==> src/rtl/hh_neuron_scheduler.sv <==
// hh_neuron_scheduler
//
// Purpose:
//   Shares one external Hodgkin-Huxley update datapath between NUM_NEURONS
//   neurons. A per-neuron state file (V, n, m, h) and input current register
//   are held here in Q9.5 signed format. Each tick starts a sweep that walks
//   the neurons in index order, sends each one to the datapath over a
//   valid/ready request, writes the returned state back and records any
//   upward crossing of SPIKE_THRESH. Values pass through unmodified.
//
// Ports:
//   clk, rst_n        clock, synchronous active-low reset
//   tick              single-cycle pulse that starts a sweep
//   cfg_we/cfg_idx/cfg_current
//                     current-register write; out-of-range indices ignored
//   dp_req_valid/dp_req_ready, dp_v/dp_n/dp_m/dp_h/dp_i
//                     request channel carrying the selected neuron
//   dp_rsp_valid, dp_v_new/dp_n_new/dp_m_new/dp_h_new
//                     single-cycle response with the updated state
//   busy              sweep in progress
//   sweep_done        one-cycle pulse in the final cycle of a sweep
//   spike_out         spike flags of the last completed sweep
//   overrun           sticky: tick seen while busy
//   dp_err            sticky: response watchdog expired
//
// Build option:
//   HH_SCHED_TIMEOUT_EN  enables a TIMEOUT-cycle response watchdog in WAIT.
//                        Without it WAIT waits forever and dp_err is 0.

module hh_neuron_scheduler #(
  parameter int             NUM_NEURONS  = 4,
  parameter int             W            = 14,
  parameter logic [W-1:0]   V_INIT       = 14'h37E0,
  parameter logic [W-1:0]   N_INIT       = 14'd10,
  parameter logic [W-1:0]   M_INIT       = 14'd2,
  parameter logic [W-1:0]   H_INIT       = 14'd19,
  parameter logic [W-1:0]   SPIKE_THRESH = 14'd0,
  parameter int             TIMEOUT      = 64
) (
  input  logic                   clk,
  input  logic                   rst_n,
  input  logic                   tick,
  input  logic                   cfg_we,
  input  logic [3:0]             cfg_idx,
  input  logic [W-1:0]           cfg_current,
  output logic                   dp_req_valid,
  input  logic                   dp_req_ready,
  output logic [W-1:0]           dp_v,
  output logic [W-1:0]           dp_n,
  output logic [W-1:0]           dp_m,
  output logic [W-1:0]           dp_h,
  output logic [W-1:0]           dp_i,
  input  logic                   dp_rsp_valid,
  input  logic [W-1:0]           dp_v_new,
  input  logic [W-1:0]           dp_n_new,
  input  logic [W-1:0]           dp_m_new,
  input  logic [W-1:0]           dp_h_new,
  output logic                   busy,
  output logic                   sweep_done,
  output logic [NUM_NEURONS-1:0] spike_out,
  output logic                   overrun,
  output logic                   dp_err
);

  localparam int IW = (NUM_NEURONS > 1) ? $clog2(NUM_NEURONS) : 1;
  localparam logic [IW-1:0] LAST_IDX = IW'(NUM_NEURONS - 1);

  typedef enum logic [2:0] {IDLE, ISSUE, WAIT, NEXT, DONE} state_t;

  state_t state;
  state_t state_next;

  logic [W-1:0] v_mem [NUM_NEURONS];
  logic [W-1:0] n_mem [NUM_NEURONS];
  logic [W-1:0] m_mem [NUM_NEURONS];
  logic [W-1:0] h_mem [NUM_NEURONS];
  logic [W-1:0] i_mem [NUM_NEURONS];

  logic [IW-1:0]          idx;
  logic [NUM_NEURONS-1:0] spike_shadow;
  logic                   pend_valid;
  logic [W-1:0]           pend_current;

  logic          cfg_hit;
  logic [IW-1:0] cfg_sel;
  logic          req_fire;
  logic          rsp_take;
  logic          crossed;
  logic          timeout_hit;

  assign cfg_hit  = cfg_we && ({1'b0, cfg_idx} < 5'(NUM_NEURONS));
  assign cfg_sel  = cfg_idx[IW-1:0];
  assign req_fire = (state == ISSUE) && dp_req_ready;
  assign rsp_take = (state == WAIT) && dp_rsp_valid;

  // A spike is an upward crossing: old V strictly below, new V at or above.
  assign crossed = ($signed(v_mem[idx]) <  $signed(SPIKE_THRESH)) &&
                   ($signed(dp_v_new)   >= $signed(SPIKE_THRESH));

  assign dp_v = v_mem[idx];
  assign dp_n = n_mem[idx];
  assign dp_m = m_mem[idx];
  assign dp_h = h_mem[idx];
  assign dp_i = i_mem[idx];

`ifdef HH_SCHED_TIMEOUT_EN
  localparam int TW = (TIMEOUT > 1) ? $clog2(TIMEOUT) : 1;

  logic [TW-1:0] wait_cnt;
  logic          dp_err_q;

  // The counter sits at zero outside WAIT, so it starts from zero on every
  // entry; the last WAIT cycle without a response abandons the neuron.
  always_ff @(posedge clk) begin
    if (!rst_n) begin
      wait_cnt <= '0;
      dp_err_q <= 1'b0;
    end else begin
      if (state != WAIT) wait_cnt <= '0;
      else               wait_cnt <= wait_cnt + 1'b1;
      if (timeout_hit) dp_err_q <= 1'b1;
    end
  end

  assign timeout_hit = (state == WAIT) && !dp_rsp_valid &&
                       (wait_cnt == TW'(TIMEOUT - 1));
  assign dp_err      = dp_err_q;
`else
  assign timeout_hit = 1'b0;
  assign dp_err      = 1'b0;
`endif

  // State register.
  always_ff @(posedge clk) begin
    if (!rst_n) state <= IDLE;
    else        state <= state_next;
  end

  // Next-state and status outputs.
  always_comb begin
    state_next   = state;
    dp_req_valid = 1'b0;
    busy         = 1'b1;
    sweep_done   = 1'b0;
    case (state)
      IDLE: begin
        busy = 1'b0;
        if (tick) state_next = ISSUE;
      end
      ISSUE: begin
        dp_req_valid = 1'b1;
        if (dp_req_ready) state_next = WAIT;
      end
      WAIT: begin
        if (dp_rsp_valid || timeout_hit) state_next = NEXT;
      end
      NEXT: begin
        state_next = (idx == LAST_IDX) ? DONE : ISSUE;
      end
      DONE: begin
        sweep_done = 1'b1;
        state_next = IDLE;
      end
      default: state_next = IDLE;
    endcase
  end

  // State file, index, spike capture and sticky flags. A current write aimed
  // at the neuron currently offered in ISSUE is parked in pend_* so dp_i
  // stays stable, then committed on the handshake edge; a direct write on
  // that same edge is newer and overrides the parked value.
  always_ff @(posedge clk) begin
    if (!rst_n) begin
      for (int k = 0; k < NUM_NEURONS; k++) begin
        v_mem[k] <= V_INIT;
        n_mem[k] <= N_INIT;
        m_mem[k] <= M_INIT;
        h_mem[k] <= H_INIT;
        i_mem[k] <= '0;
      end
      idx          <= '0;
      spike_shadow <= '0;
      spike_out    <= '0;
      overrun      <= 1'b0;
      pend_valid   <= 1'b0;
      pend_current <= '0;
    end else begin
      if (req_fire && pend_valid) begin
        i_mem[idx] <= pend_current;
        pend_valid <= 1'b0;
      end
      if (cfg_hit) begin
        if ((state == ISSUE) && !dp_req_ready && (cfg_sel == idx)) begin
          pend_valid   <= 1'b1;
          pend_current <= cfg_current;
        end else begin
          i_mem[cfg_sel] <= cfg_current;
        end
      end
      if (rsp_take) begin
        v_mem[idx]        <= dp_v_new;
        n_mem[idx]        <= dp_n_new;
        m_mem[idx]        <= dp_m_new;
        h_mem[idx]        <= dp_h_new;
        spike_shadow[idx] <= crossed;
      end
      if (tick && (state != IDLE)) overrun <= 1'b1;
      case (state)
        IDLE: if (tick) idx <= '0;
        NEXT: if (idx != LAST_IDX) idx <= idx + 1'b1;
        DONE: begin
          spike_out    <= spike_shadow;
          spike_shadow <= '0;
          idx          <= '0;
        end
        default: ;
      endcase
    end
  end

endmodule
==> config.mk <==
export PLATFORM = sky130hd
export DESIGN_NAME = hh_neuron_scheduler
export DESIGN_NICKNAME = d
export VERILOG_FILES = /design/src/rtl/hh_neuron_scheduler.sv
export SDC_FILE = /design/constraint.sdc
export NUM_CORES = 1
export LEC_CHECK = 0
export ABC_AREA = 1
export CAP_MARGIN = 20
export CELL_PAD_IN_SITES_DETAIL_PLACEMENT = 2
export CELL_PAD_IN_SITES_GLOBAL_PLACEMENT = 2
export CORE_MARGIN = 8
export CORE_UTILIZATION = 32
export DETAILED_ROUTE_END_ITERATION = 10
export PLACE_DENSITY_LB_ADDON = 0.1
export SYNTH_ARGS = -nofsm -noshare
export SYNTH_HDL_FRONTEND = slang
export SYNTH_SLANG_ARGS = --single-unit
==> constraint.sdc <==
create_clock -name clk -period 5.7 [get_ports clk]
set_clock_uncertainty 0.05 [all_clocks]
set_input_delay 0.855 -clock clk [delete_from_list [all_inputs] [get_ports clk]]
set_output_delay 0.855 -clock clk [all_outputs]
set_load 0.03 [all_outputs]
Yosys cells after proc, flatten, opt, wreduce, memory -nomap -nowiden:

Memories as Yosys holds them, arrays and structs flattened. A register that Yosys moved wholly into a read port is not among the register bits.
Index checks and enable logic that the tools add are counted.

* flip-flop bits (word level): 29
* memory bits (writable): 280
* input bits: 80
* output and inout port bits: 79
* logic and storage cells: 109
* memories: 5

Memory list
* h_mem: depth 4, width 14, read ports 1, clocked after Yosys merged registers in 1, write ports 4, line 76 `logic [W-1:0] h_mem [NUM_NEURONS];`
* i_mem: depth 4, width 14, read ports 1, clocked after Yosys merged registers in 1, write ports 4, line 77 `logic [W-1:0] i_mem [NUM_NEURONS];`
* m_mem: depth 4, width 14, read ports 1, clocked after Yosys merged registers in 1, write ports 4, line 75 `logic [W-1:0] m_mem [NUM_NEURONS];`
* n_mem: depth 4, width 14, read ports 1, clocked after Yosys merged registers in 1, write ports 4, line 74 `logic [W-1:0] n_mem [NUM_NEURONS];`
* v_mem: depth 4, width 14, read ports 1, clocked after Yosys merged registers in 1, write ports 4, line 73 `logic [W-1:0] v_mem [NUM_NEURONS];`

* add/sub/neg operators: 1
* order comparisons: 5
* eq/ne operators: 11
* multiplexer cells: 56
* bitwise logic cells: 1
* reductions and logical operators: 23

Operators with widths (number)
* $mux 14: 6
* $reduce_or 14->1: 6
* $mux 2: 18
* $mux 1: 24
* $ge 14x1->1 const B: 1
* $lt 14x1->1 const B: 1
* $mux 3: 4
* $pmux 3 s4: 1
* $ne 2x2->1 const B: 5
* $logic_and 1x1->1: 9
* $eq 3x2->1 const B: 2
* $pmux 2 s3: 1
* $reduce_and 3->1: 2
* $reduce_bool 3->1: 2
* $bwmux 4: 1
* $lt 4x3->1 const B: 1
* $eq 3x1->1 const B: 1
* $eq 3x3->1 const B: 1
* $logic_not 3->1: 1
* $lt 2x3->1 const B: 1
* $add 2x1->2 const B: 1
* $demux 1 s2: 1
* $eq 2x2->1: 1
* $eq 2x2->1 const B: 1
* 5 further kinds: 5

Depth between registers and ports, before layout:

* depth after elaboration: 9
* depth in mapped cells: 10
* depth with buffers taken out: 9

Least setup slack after synthesis:

Ideal clock, no wire load.

* path type: input-to-reg
* start: in dp_rsp_valid
* end: mem h_mem[3][0] (enable)
* library setup time: 553 ps
* data arrival time: 5110 ps
* required time: 5097 ps
* path slack: -13 ps
* cell stages on the path: 2
* path buffers: 0
* cells stage by stage: nand2_2 o31ai_1

RTL lines
* start, declared: line 53 `input logic dp_rsp_valid,`
* end, declared: line 76

==> impl_results.md <==
* Run status: finished, final reports clean
* CP Capture Type: output port
* Detailed-routing iteration count for the pre-antenna-repair pass at 4
* Leading cell type in the layout, fill and taps excluded: nor2_1
* Crit path time final at 4500 ps
* Number of cells in the finished layout apart from fillers at 2,133
* Count of flip-flops with a built-in enable after synthesis at 280
* Total Routed Length at 45,140 microns
* Commonest cells after routing, fill and taps aside: nor2_1 (344), edfxtp_1 (280), o21ai_0 (183)
* Main synth FF type: edfxtp_1
* PostCTS Resize Cnt at 0
* Maximum number of pins on one net before global-route repair at 90
* Num ports at 159
* Highest clock rate at 222.2 MHz
* Slew at the pin closest to its max-slew limit at 970.2 ps
* Hold Slack at 441.3 ps
* Period utilisation layout at 78.94%
* Setup repair after global routing missed its margin: false
* Setup TNS Final at 0 ps
* First-pass GRT wire length at 69,960 microns
* Part of the Yosys area used for sequential elements at 64.85%
* Per-cell routed wire length at 21.16 microns
* Number of hold violations in the final report at 0
* Inst Count DP at 2,065
* Die Wd at 224.6 microns
* Core area at 0.04298 sq mm
* Detailed-routed wire length on met3 at 1683 microns
* Via count of the first global-routing pass at 11,910
* Initial core utilization at 32.39%
* CTS H-Tree Depth at 2
* DRC violation count after routing at 0
* Total half-perimeter wirelength after legalization and detailed placement at 27,500 microns
* Setup repair bufs after CTS at 0
* Met2 wire length at 22,920 microns
* Area growth from synthesis to layout at 23.72%
* Mapped Nets at 1,482
* Final setup violating endpoints at 0
* Synth Area per Inst at 9.959 sq um
* Worst-Skew Late Latency at 540 ps
* Kind of start point of the critical path: flop
* Detail-routed via count per cell at 5.061
* Final setup slack of the worst path at 1200 ps
* Top routing layer used: met4
* Overall routing resource usage at 17.90%
* Number of input and output port buffers inserted at 157
* Initial antenna violation count at 0
* Final weighted congestion in routability-driven placement at 0.7285
* Post-synthesis instance total at 1,398
* Slew headroom at 35.32%
* Setup slack at placement at 1532 ps
* Path class of the lowest-slack min-delay path: reg -> reg
* Fin nets at 1,604
* DIE AREA at 0.05044 sq mm
* Global route overflow at 0
* Worst voltage drop across the vdd grid at 0.0001823 V
* Total of max-cap violations at 0
* Antenna diode count at 0
* Clock-pin slew of the registers on the worst-case setup and hold paths at 60 ps
* Flip-flop and latch count after synthesis at 311
* Total clock sinks at 311
* Maximum fanout count along the critical path at 72
* Critical path arrival at 3590 ps
* Distinct cell type count after synthesis at 29
* Met1 WL at 19,550 microns
* Vias post-DR at 10,800
* Pwr per Cell Area at 409.1 mW/mm^2
* CTS max path bufs at 3
* Final number of max-transition violations at 0
* Share of flip-flops with an asynchronous set or reset at 0%
* Category of the most critical setup path: reg -> out
* Leakage power figure at 0.006225 uW
* Residual antenna-violating net count after detailed routing at 0
* Clock root buffer: clkbuf_16
* Share of cells above drive strength 1 at 6.395%
* CTS tree: yes
* Post-CTS Hold Buffers at 0
* Summed instance area of the synthesized netlist at 0.01392 sq mm
* Fraction of the core area covered by cells at the end of the flow at 40.08%
* Required time of the critical path at 4800 ps
* Number of CTS-inserted buffers at 38
* Die H at 224.6 microns
* 1st-iter DRT viols at 476
* Cell row count at 76
* Number of warnings issued by yosys at 0
==> where the power goes <==
group	switching [uW]	internal, uW
sequential	66.9	2600
clock	941	1430
combinational	1350	657
==> per-stage QoR <==
step | area (sq um) | power [uW]
floorplan | 13930 | 3831
global placement | 16020 | 4735
detailed placement | 16020 | 4761
CTS | 17230 | 7167
global route | 17230 | 7369
finish | 17230 | 7048
==> logic make-up (layout without fill, tap and decap cells) <==
kind of cell | after synthesis | count (layout) | share of synthesized area [%]
adder cells (fa/ha/maj) | 4 | 4 | 0.3595
buffers and inverters | 205 | 355 | 6.048
flip-flops | 311 | 311 | 64.85
AND/OR/NAND/NOR | 601 | 601 | 18.13
AO/OA/AOI/OAI | 276 | 276 | 10.59
other | 1 | 1 | 0.02693
==> cell type report <==
cell class | count | area [sq um]
well taps | 585 | 732.0
multi-input cells | 882 | 4083
flip-flops and latches | 311 | 9034
inverters | 107 | 405.4
repair buffers | 180 | 1769
clock buffers | 50 | 1017
fillers | 4659 | 25750
clock inverters | 18 | 186.4
==> routing by layer <==
metal  global-route usage, %  vias up
met3                   3.348       56
met4                   4.980        0
met1                   21.89     5473
met2                   31.92      183
li1                        -     5084
met5                       0        -
==> path summary, 6_finish.rpt <==
| kind | from | end | slack, ps | cells after the start |
|---|---|---|---|---|
| worst min register to register | overrun$_SDFFE_PN0P_ | overrun$_SDFFE_PN0P_ | 440 | 2 |
| worst max register to register | idx[1]$_SDFFE_PN0N_ | i_mem[3][13]$_DFFE_PP_ | 2360 | 8 |
| worst min-delay path | overrun$_SDFFE_PN0P_ | overrun$_SDFFE_PN0P_ | 440 | 2 |
| worst max-delay path | flop | dp_v[0] | 1200 | 4 |
==> flip-flops by register name (all words and copies together) (netlist names), named ones only <==
name and cells:
pend_current 14, h_mem 56, i_mem 56, v_mem 56, idx 2, overrun 1, pend_valid 1, m_mem 56
n_mem 56, spike_shadow 4, state 3, spike_out 4
==> Yosys cell counts (31+ instances only) <==
library cell / count / share of area [%]
nand2_1: 108 / 2.9
nor2_1: 344 / 9.3
o21ai_0: 184 / 6.6
inv_1: 102 / 2.7
dfxtp_1: 31 / 4.5
nand3_1: 60 / 2.2
o22ai_1: 70 / 3.1
nand4_1: 32 / 1.4
nor3_1: 42 / 1.5
buf_2: 32 / 1.2
clkbuf_1: 54 / 1.5
edfxtp_1: 280 / 60
==> worst max-delay path, stage by stage, from the launching register on <==
cell and delay [ps]:
dfxtp_4 820, buf_4 720, o21ai_0 200, o22ai_1 460, clkdlybuf4s50_1 770
Note: power is estimated with default switching activity, not from simulation.
